**config.mk**
```make
export PLATFORM = sky130hd
export DESIGN_NAME = move_uart_tx
export DESIGN_NICKNAME = d
export VERILOG_FILES = /design/src/rtl/go_pkg.sv /design/src/rtl/baud_gen.sv /design/src/rtl/move_uart_tx.sv
export SDC_FILE = /design/constraint.sdc
export NUM_CORES = 1
export LEC_CHECK = 0
export ABC_CLOCK_PERIOD_IN_PS = 3200
export CORE_MARGIN = 1
export CORE_UTILIZATION = 52
export DETAILED_ROUTE_END_ITERATION = 8
export PLACE_DENSITY = 0.75
export RECOVER_POWER = 50
export SYNTH_ARGS = -nofsm -noshare
export SYNTH_HDL_FRONTEND = slang
export SYNTH_HIERARCHICAL = 1
export SYNTH_SLANG_ARGS = --single-unit
```
**constraint.sdc**
```tcl
create_clock -name clk_in -period 3.2 [get_ports clk_in]
set_clock_uncertainty 0.2 [all_clocks]
set_input_delay 0.64 -clock clk_in [delete_from_list [all_inputs] [get_ports clk_in]]
set_output_delay 0.64 -clock clk_in [all_outputs]
set_load 0.005 [all_outputs]
```
**src/rtl/go_pkg.sv**
```systemverilog
// Shared types and constants for the board-to-board move link.
// move_chk is also used by the matching receiver.
package go_pkg;

   typedef logic [7:0] move_t;

   typedef enum logic [1:0] {
      ST_IDLE  = 2'd0,
      ST_START = 2'd1,
      ST_DATA  = 2'd2,
      ST_STOP  = 2'd3
   } tx_state_t;

   localparam move_t SYNC_BYTE = 8'hA5;
   localparam move_t PASS_MOVE = 8'hFF;

   function automatic move_t move_chk(input move_t m);
      return ~(SYNC_BYTE ^ m);
   endfunction

endpackage

```
**src/rtl/baud_gen.sv**
```systemverilog
// Bit-period timer: tick pulses on the last cycle of every CLKS_PER_BIT enabled cycles.
// clear restarts the period so a new frame is phase-aligned to its accept edge.
module baud_gen #(
   parameter int CLKS_PER_BIT = 564
) (
   input  logic clk_in,
   input  logic rst_in_n,
   input  logic clear,
   input  logic enable,
   output logic tick
);

   localparam int CNT_W = $clog2(CLKS_PER_BIT);
   localparam logic [CNT_W-1:0] LAST = CNT_W'(CLKS_PER_BIT - 1);

   logic [CNT_W-1:0] r_cnt;

   // Cycle counter within the current bit period
   always_ff @(posedge clk_in or negedge rst_in_n) begin
      if (!rst_in_n) begin
         r_cnt <= '0;
      end else if (clear) begin
         r_cnt <= '0;
      end else if (enable) begin
         if (r_cnt == LAST) begin
            r_cnt <= '0;
         end else begin
            r_cnt <= r_cnt + CNT_W'(1);
         end
      end else begin
         r_cnt <= r_cnt;
      end
   end

   assign tick = enable && !clear && (r_cnt == LAST);

endmodule

```
**src/rtl/move_uart_tx.sv**
```systemverilog
// Sends an accepted move as three back-to-back 8N1 bytes: SYNC, MOVE, CHECKSUM.
// All status outputs are registered; tx_ready while a frame is in flight only flags overrun.
module move_uart_tx
   import go_pkg::*;
#(
   parameter int CLK_HZ       = 65_000_000,
   parameter int BAUD         = 115_200,
   parameter int CLKS_PER_BIT = CLK_HZ / BAUD
) (
   input  logic       clk_in,
   input  logic       rst_in_n,
   input  logic       tx_ready,
   input  logic [7:0] move,
   output logic       tx_out,
   output logic       busy,
   output logic       tx_done,
   output logic       overrun
);

   tx_state_t  r_state;
   tx_state_t  w_state_nxt;
   logic       w_tick;
   logic       w_accept;
   logic [1:0] r_byte_idx;
   logic [2:0] r_bit_idx;
   move_t      r_shift;
   move_t      r_move;
   move_t      r_chk;
   logic       w_tx_nxt;
   logic       w_busy_nxt;
   logic       w_done_nxt;
   logic       w_ovr_nxt;

   assign w_accept = (r_state == ST_IDLE) && tx_ready;

   baud_gen #(
      .CLKS_PER_BIT(CLKS_PER_BIT)
   ) u_baud_gen (
      .clk_in  (clk_in),
      .rst_in_n(rst_in_n),
      .clear   (w_accept),
      .enable  (busy),
      .tick    (w_tick)
   );

   // Frame state register
   always_ff @(posedge clk_in or negedge rst_in_n) begin
      if (!rst_in_n) begin
         r_state <= ST_IDLE;
      end else begin
         r_state <= w_state_nxt;
      end
   end

   // Next-state logic; every transition after accept waits for the baud tick
   always_comb begin
      w_state_nxt = r_state;
      case (r_state)
         ST_IDLE:  w_state_nxt = tx_ready ? ST_START : ST_IDLE;
         ST_START: w_state_nxt = w_tick ? ST_DATA : ST_START;
         ST_DATA: begin
            if (w_tick && (r_bit_idx == 3'd7)) begin
               w_state_nxt = ST_STOP;
            end else begin
               w_state_nxt = ST_DATA;
            end
         end
         ST_STOP: begin
            if (w_tick) begin
               w_state_nxt = (r_byte_idx == 2'd2) ? ST_IDLE : ST_START;
            end else begin
               w_state_nxt = ST_STOP;
            end
         end
         default:  w_state_nxt = ST_IDLE;
      endcase
   end

   // Byte/bit counters and shift register; move and checksum are captured only at accept
   always_ff @(posedge clk_in or negedge rst_in_n) begin
      if (!rst_in_n) begin
         r_byte_idx <= 2'd0;
         r_bit_idx  <= 3'd0;
         r_shift    <= 8'h00;
         r_move     <= 8'h00;
         r_chk      <= 8'h00;
      end else begin
         case (r_state)
            ST_IDLE: begin
               if (tx_ready) begin
                  r_move     <= move;
                  r_chk      <= move_chk(move);
                  r_shift    <= SYNC_BYTE;
                  r_byte_idx <= 2'd0;
                  r_bit_idx  <= 3'd0;
               end
            end
            ST_DATA: begin
               if (w_tick) begin
                  r_shift   <= {1'b0, r_shift[7:1]};
                  r_bit_idx <= r_bit_idx + 3'd1;
               end
            end
            ST_STOP: begin
               if (w_tick && (r_byte_idx != 2'd2)) begin
                  r_byte_idx <= r_byte_idx + 2'd1;
                  r_shift    <= (r_byte_idx == 2'd0) ? r_move : r_chk;
               end
            end
            default: begin
               r_shift <= r_shift;
            end
         endcase
      end
   end

   // Next values of the registered outputs
   always_comb begin
      w_tx_nxt = tx_out;
      case (r_state)
         ST_IDLE:  w_tx_nxt = tx_ready ? 1'b0 : 1'b1;
         ST_START: w_tx_nxt = w_tick ? r_shift[0] : tx_out;
         ST_DATA: begin
            if (w_tick) begin
               w_tx_nxt = (r_bit_idx == 3'd7) ? 1'b1 : r_shift[1];
            end else begin
               w_tx_nxt = tx_out;
            end
         end
         ST_STOP: begin
            if (w_tick) begin
               w_tx_nxt = (r_byte_idx == 2'd2) ? 1'b1 : 1'b0;
            end else begin
               w_tx_nxt = tx_out;
            end
         end
         default:  w_tx_nxt = 1'b1;
      endcase
      w_busy_nxt = (w_state_nxt != ST_IDLE);
      w_done_nxt = (r_state == ST_STOP) && w_tick && (r_byte_idx == 2'd2);
      w_ovr_nxt  = tx_ready && (r_state != ST_IDLE);
   end

   // Output registers; reset drives the line idle-high immediately
   always_ff @(posedge clk_in or negedge rst_in_n) begin
      if (!rst_in_n) begin
         tx_out  <= 1'b1;
         busy    <= 1'b0;
         tx_done <= 1'b0;
         overrun <= 1'b0;
      end else begin
         tx_out  <= w_tx_nxt;
         busy    <= w_busy_nxt;
         tx_done <= w_done_nxt;
         overrun <= w_ovr_nxt;
      end
   end

endmodule
```
==> results of run 1 <==
cells by family after synthesis:
logic type      synth area share, %
fa+ha+maj                      5.75
compound gates                 14.3
mux                            12.2
xor+xnor                      0.402
flops                          47.2
simple gates                   16.7
buf+inv                        3.51
layout make-up:
cell class	instances	area, sq um
tap	50	62.6
multi-input combinational	145	1070
sequential	41	1030
timing repair buffer	19	168
fill	333	1510
clock inverter	2	37.5
clock buffer	6	82.6
inverter	11	41.3
metal layers:
layer | vias to the layer above | global-route usage, %
met5 | - | 0
met4 | 0 | 7.45
met3 | 7 | 5.31
met2 | 45 | 33.0
met1 | 756 | 26.8
li1 | 774 | -
sequential cells by signal (all words and copies together) (netlist names):
name and flops:
u_baud_gen/r_cnt 10, r_move 8, r_shift 8, r_chk 4, r_bit_idx 3, r_byte_idx 2, r_state 2, busy 1
overrun 1, tx_done 1, tx_out 1
per-stage QoR:
step	util (%)	area [sq um]	worst slack (ns)	power, mW	hold slack (ns)
global route	62.3	2490	0.00285	1.84	0.317
detailed placement	59.4	2380	0.163	1.30	0.276
floorplan	-	2180	0.00667	1.13	0.144
finish	62.3	2490	0.301	1.73	0.285
CTS	62.4	2500	0.338	1.74	0.293
global placement	59.4	2380	0.172	1.28	0.257
report_power, final:
group          switching [mW]  internal (mW)  total, mW  leakage, nW
clock                   0.182          0.254      0.436       0.0574
sequential              0.113          0.656      0.769        0.510
combinational           0.250          0.272      0.521        0.477
total                   0.545           1.18       1.73         1.04
worst max path at each step:
stage / endpoint / slack (ns) / cells after the start
2_1_floorplan: r_shift[2]$_DFFE_PN0P_ / 0.007 / 9
3_3_place_gp: r_shift[7]$_DFFE_PN0P_ / 0.17 / 8
3_5_place_dp: r_shift[3]$_DFFE_PN0P_ / 0.16 / 8
4_1_cts: r_shift[3]$_DFFE_PN0P_ / 0.34 / 6
5_1_grt: busy$_DFF_PN0_ / 0.003 / 7
6_report: r_shift[3]$_DFFE_PN0P_ / 0.30 / 6
worst max-delay path: stages (launching register included):
cell and delay (ns):
dfrtp_1 0.46, nor4b_1 0.41, nand3_1 0.29, nor2_1 0.35, nand2b_1 0.17, a221oi_4 0.52, mux2_2 0.39
synth_stat cells (4+ instances only):
library cell  count  share of area, %
nand2_1          18               3.1
mux2_2           18               9.3
inv_1            11               1.9
o21ai_0          12               2.8
clkbuf_1          8               1.4
a22o_1            4               1.6
dfrtp_1          40                46
nor2_1           10               1.7
nand3_1          11               2.5
nor2b_1           6               1.7
ha_1             10               5.7
nand2b_1          6               1.7
a31oi_1           4               1.1
==> impl_metrics.toml, run 1 <==
[timing]
setup_viol_count_final = 0
tns_ns = 0
hold_viol_final = 0
tightest_slew_ns = 2.08
drv_slew = 42
grt_setup_unrepaired = "false"
max_freq_ghz = 0.345
fin_crit_ns = 2.90
slew_headroom_pct = -38.5
fin_crit_sh_pct = 90.6

[floorplan]
dieWidth_microns = 66.7
die-height_microns = 66.7
initial_core_util_pct = 54.4
dieArea_sq_um = 4450
design.core.area_sq_um = 4000
num_io_pins = 15
num_rows = 23

[hold_path]
min-delay-start = "r_chk[6]$_DFFE_PN0P_"
hold_depth = 2
worst_hold_path.endpoint = "r_chk[6]$_DFFE_PN0P_"
min_path_type = "reg -> reg"

[layout]
area_growth_pct = 14.5
diodes = 0
fin_cells = 274
drive_gt1_share_pct = 16.5
final_common_cell = "dfrtp_1"
layout_common_cells = "40 x dfrtp_1, 18 x nand2_1, 18 x mux2_2, 13 x clkdlybuf4s50_1, 12 x o21ai_0"
finalNetCount = 244

[cts]
cts_tree = "yes"
cts_max_level = 2
cts_hold_buf = 0
cts-resized-gates = 0
cts.sinks = 41
cts_made_buffers = 5
insertion_delay_ns = 0.30
max-clock-path-buffers = 2
post_cts_buffers = 0
cts_root_buffer = "clkbuf_8"
clkTransAtPathRegs_ns = 0.08

[global_route]
track_usage_pct = 20.7
grt_overflow_total = 0
antenna_found_initial = 0
grt_max_degree = 42
grt_pass1_wl_mm = 6.82
grt_pass1_vias = 1484

[detailed_routing]
met1_length_mm = 1.76
met3WireLength_microns = 187
top_layer_used = "met4"
drtPass1Iterations = 4
drt-total-wl_mm = 3.94
antenna_left = 0
wl_met2_mm = 1.94
via_per_inst = 5.77
wl_per_cell_microns = 14.4
vias = 1582
drc = 0
first_iter_violations = 132

[synth]
syn_avg_cell_area_sq_um = 10.6
synth_edf_count = 0
yosysWarnings = 6
syn_nets = 227
ys.flop_type = "dfrtp_1"
ys_seq_area_share_pct = 47.2
synth.cell_area_sq_um = 2180
ys_ff_latch = 41
yosysUniqueCellTypes = 45
synth_cells = 206
async_flop_share_pct = 100

[critical_path]
r2r_slack_ns = 0.30
crit_path_start = "u_baud_gen/r_cnt[3]$_DFFE_PN0P_"
critPathKind = "reg -> reg"
start_kind = "register"
rr_startpoint = "u_baud_gen/r_cnt[3]$_DFFE_PN0P_"
rr_worst_depth = 6
worstPathRequired_ns = 3.19
r2r-end = "r_shift[3]$_DFFE_PN0P_"
cp-end-kind = "register"
worst-path-max-fanout = 8
worstPathArrival_ns = 2.89

[flow_run]
maxCapViolations = 1

[run_status]
outcome = "complete, but fails checks"
violations = "max-capacitance violations, max-slew violations"

[pwr]
peakVddDrop_v = 0.000388
power_density_nw_per_um2 = 693
power.leakage_nw = 1.04

[placed_design]
dp_hpwl_mm = 2.75
placedCellCount = 266
routabilityCongestion = 0.781
io_buffers = 14
No activity file was read; power rests on OpenSTA's default activity.
==> inputs of run 2 (changes only) <==
GPL_TIMING_DRIVEN = 0   (was not set)
==> impl_metrics.toml, run 2 (synthesis gave the netlist of run 1 again) <==
[timing]
holdWs_ns = 0.106
tightest_slew_ns = 1.64
fin_crit_sh_pct = 92.2
fin_crit_ns = 2.95
drv_slew = 32
setup_viol_count_final = 0
tns_ns = 0
slew_headroom_pct = -9.36
grt_setup_unrepaired = "false"
setup_slack_ns = 0.250
max_freq_ghz = 0.339
hold_viol_final = 0

[detailed_routing]
wl_per_cell_microns = 14.6
drtPass1Iterations = 4
first_iter_violations = 173
drc = 0
vias = 1584
drt-total-wl_mm = 4.06
via_per_inst = 5.70
antenna_left = 0

[critical_path]
cpMaxStageDelayCell = "a2111oi_1"
crit_chain = "inv_1 > ha_1 > nand2_4 > inv_1 > nand2b_1 > nor2_4 > and3_1 > a2111oi_1 > o22ai_1"
path_buf_inv = 2
critical_path.top_delay_family = "compound AO/OA/AOI/OAI gates"
cp_common_cell = "inv_1"
worst-path-max-fanout = 17
critPathKind = "reg -> reg"
cp-end-kind = "register"
worstPathRequired_ns = 3.16
max_stage_delay_ns = 0.58
worstPathArrival_ns = 2.91
start_kind = "register"

[global_route]
grt_overflow_total = 0
antenna_found_initial = 0
grt_max_degree = 32
grt_pass1_wl_mm = 6.79
track_usage_pct = 20.5
grt_pass1_vias = 1478

[cts]
cts_max_level = 2
insertion_delay_ns = 0.29
cts_hold_buf = 0
clkTransAtPathRegs_ns = 0.08
cts_tree = "yes"
cts_root_buffer = "clkbuf_8"
cts.sinks = 41
max-clock-path-buffers = 2
cts_made_buffers = 5

[layout]
multi_input_area_sq_um = 1090
area_growth_pct = 14.4
fin_area_sq_um = 2490
final_core_util_pct = 62.3
final_common_cell = "dfrtp_1"
diodes = 0
finalNetCount = 248
reg_top3 = "u_baud_gen/r_cnt x10, r_move x8, r_shift x8"
fin_cells = 278
fill_cells = 311
drive_gt1_share_pct = 16.2
top_register = "u_baud_gen/r_cnt"
layout_common_cells = "40 x dfrtp_1, 18 x mux2_2, 17 x nand2_1, 12 x o21ai_0, 12 x clkdlybuf4s50_1"
largest_reg_flops = 10
ff_latch_area_sq_um = 1030

[pwr]
power_density_nw_per_um2 = 668
power.leakage_nw = 1.03
peakVddDrop_v = 0.000399
finalPower_mw = 1.66

[run_status]
outcome = "complete, but fails checks"
violations = "max-capacitance violations, max-slew violations"

[placed_design]
routabilityCongestion = 0.871
place_ws_ns = -0.522
placedCellCount = 270
io_buffers = 13
dp_hpwl_mm = 2.85
dpl_cell_area_sq_um = 2380

[floorplan]
dieArea_sq_um = 4450
num_rows = 23
die-height_microns = 66.7
initial_core_util_pct = 54.4
num_io_pins = 15
dieWidth_microns = 66.7
design.core.area_sq_um = 4000

[flow_run]
maxCapViolations = 1

[hold_path]
min_path_type = "in -> async"
run 2: changes by cell type in the layout (fill, tap and decap cells not counted), sizes merged:
cell,before,now
buf,4,1
bufinv,1,0
clkbuf,8,15
clkdlybuf4s50,13,12
clkinvlp,1,3
run 2: path summary, 6_finish.rpt:
path	start	to	slack [ns]	cells past startpoint
hold / removal	rst_in_n	r_chk[1]$_DFFE_PN0P_	0.11	1
hold reg to reg	r_chk[3]$_DFFE_PN0P_	r_chk[3]$_DFFE_PN0P_	0.29	2
min in group clk_in	r_chk[3]$_DFFE_PN0P_	r_chk[3]$_DFFE_PN0P_	0.29	2
max in group asynchronous	rst_in_n	u_baud_gen/r_cnt[2]$_DFFE_PN0P_	0.78	2
setup / recovery	r_state[0]$_DFF_PN0_	busy$_DFF_PN0_	0.25	9
setup reg to reg	r_state[0]$_DFF_PN0_	busy$_DFF_PN0_	0.25	9
run 2: what timing repair did:
item                       CTS  global route
setup endpoints to repair   15            11
setup buffers                1             0
hold endpoints to repair     0             0
pin swaps                    1             0
resized for setup            3             3
run 2: worst reg2reg max path, cell delays in order (launching register included):
cell,delay (ns)
dfrtp_1,0.42
inv_1,0.12
ha_1,0.35
nand2_4,0.20
inv_1,0.26
nand2b_1,0.25
nor2_4,0.07
and3_1,0.20
a2111oi_1,0.58
o22ai_1,0.17
run 2: metal layers:
| metal | wire length (microns) | up-vias | GRT usage [%] |
|---|---|---|---|
| met5 | 0 | - | 0 |
| met2 | 1880 | 35 | 30.1 |
| met4 | 74 | 0 | 8.78 |
| met3 | 140 | 9 | 3.94 |
| met1 | 1970 | 756 | 29.4 |
| li1 | - | 784 | - |
run 2: area by class of cell:
cell class | instances | share of cell area (%)
clock inverters | 3 | 0.904
inverters | 11 | 1.66
clock buffers | 5 | 2.76
multi-input cells | 145 | 43.7
well taps | 50 | 2.51
flip-flops and latches | 41 | 41.2
plain buffers | 8 | 1.26
repair buffers | 15 | 5.93
run 2: where the power goes:
part           switching (mW)  leakage [nW]  internal [mW]  total, mW
clock network           0.191        0.0364          0.153      0.344
registers              0.0995         0.510          0.656      0.755
logic                   0.273         0.480          0.292      0.565
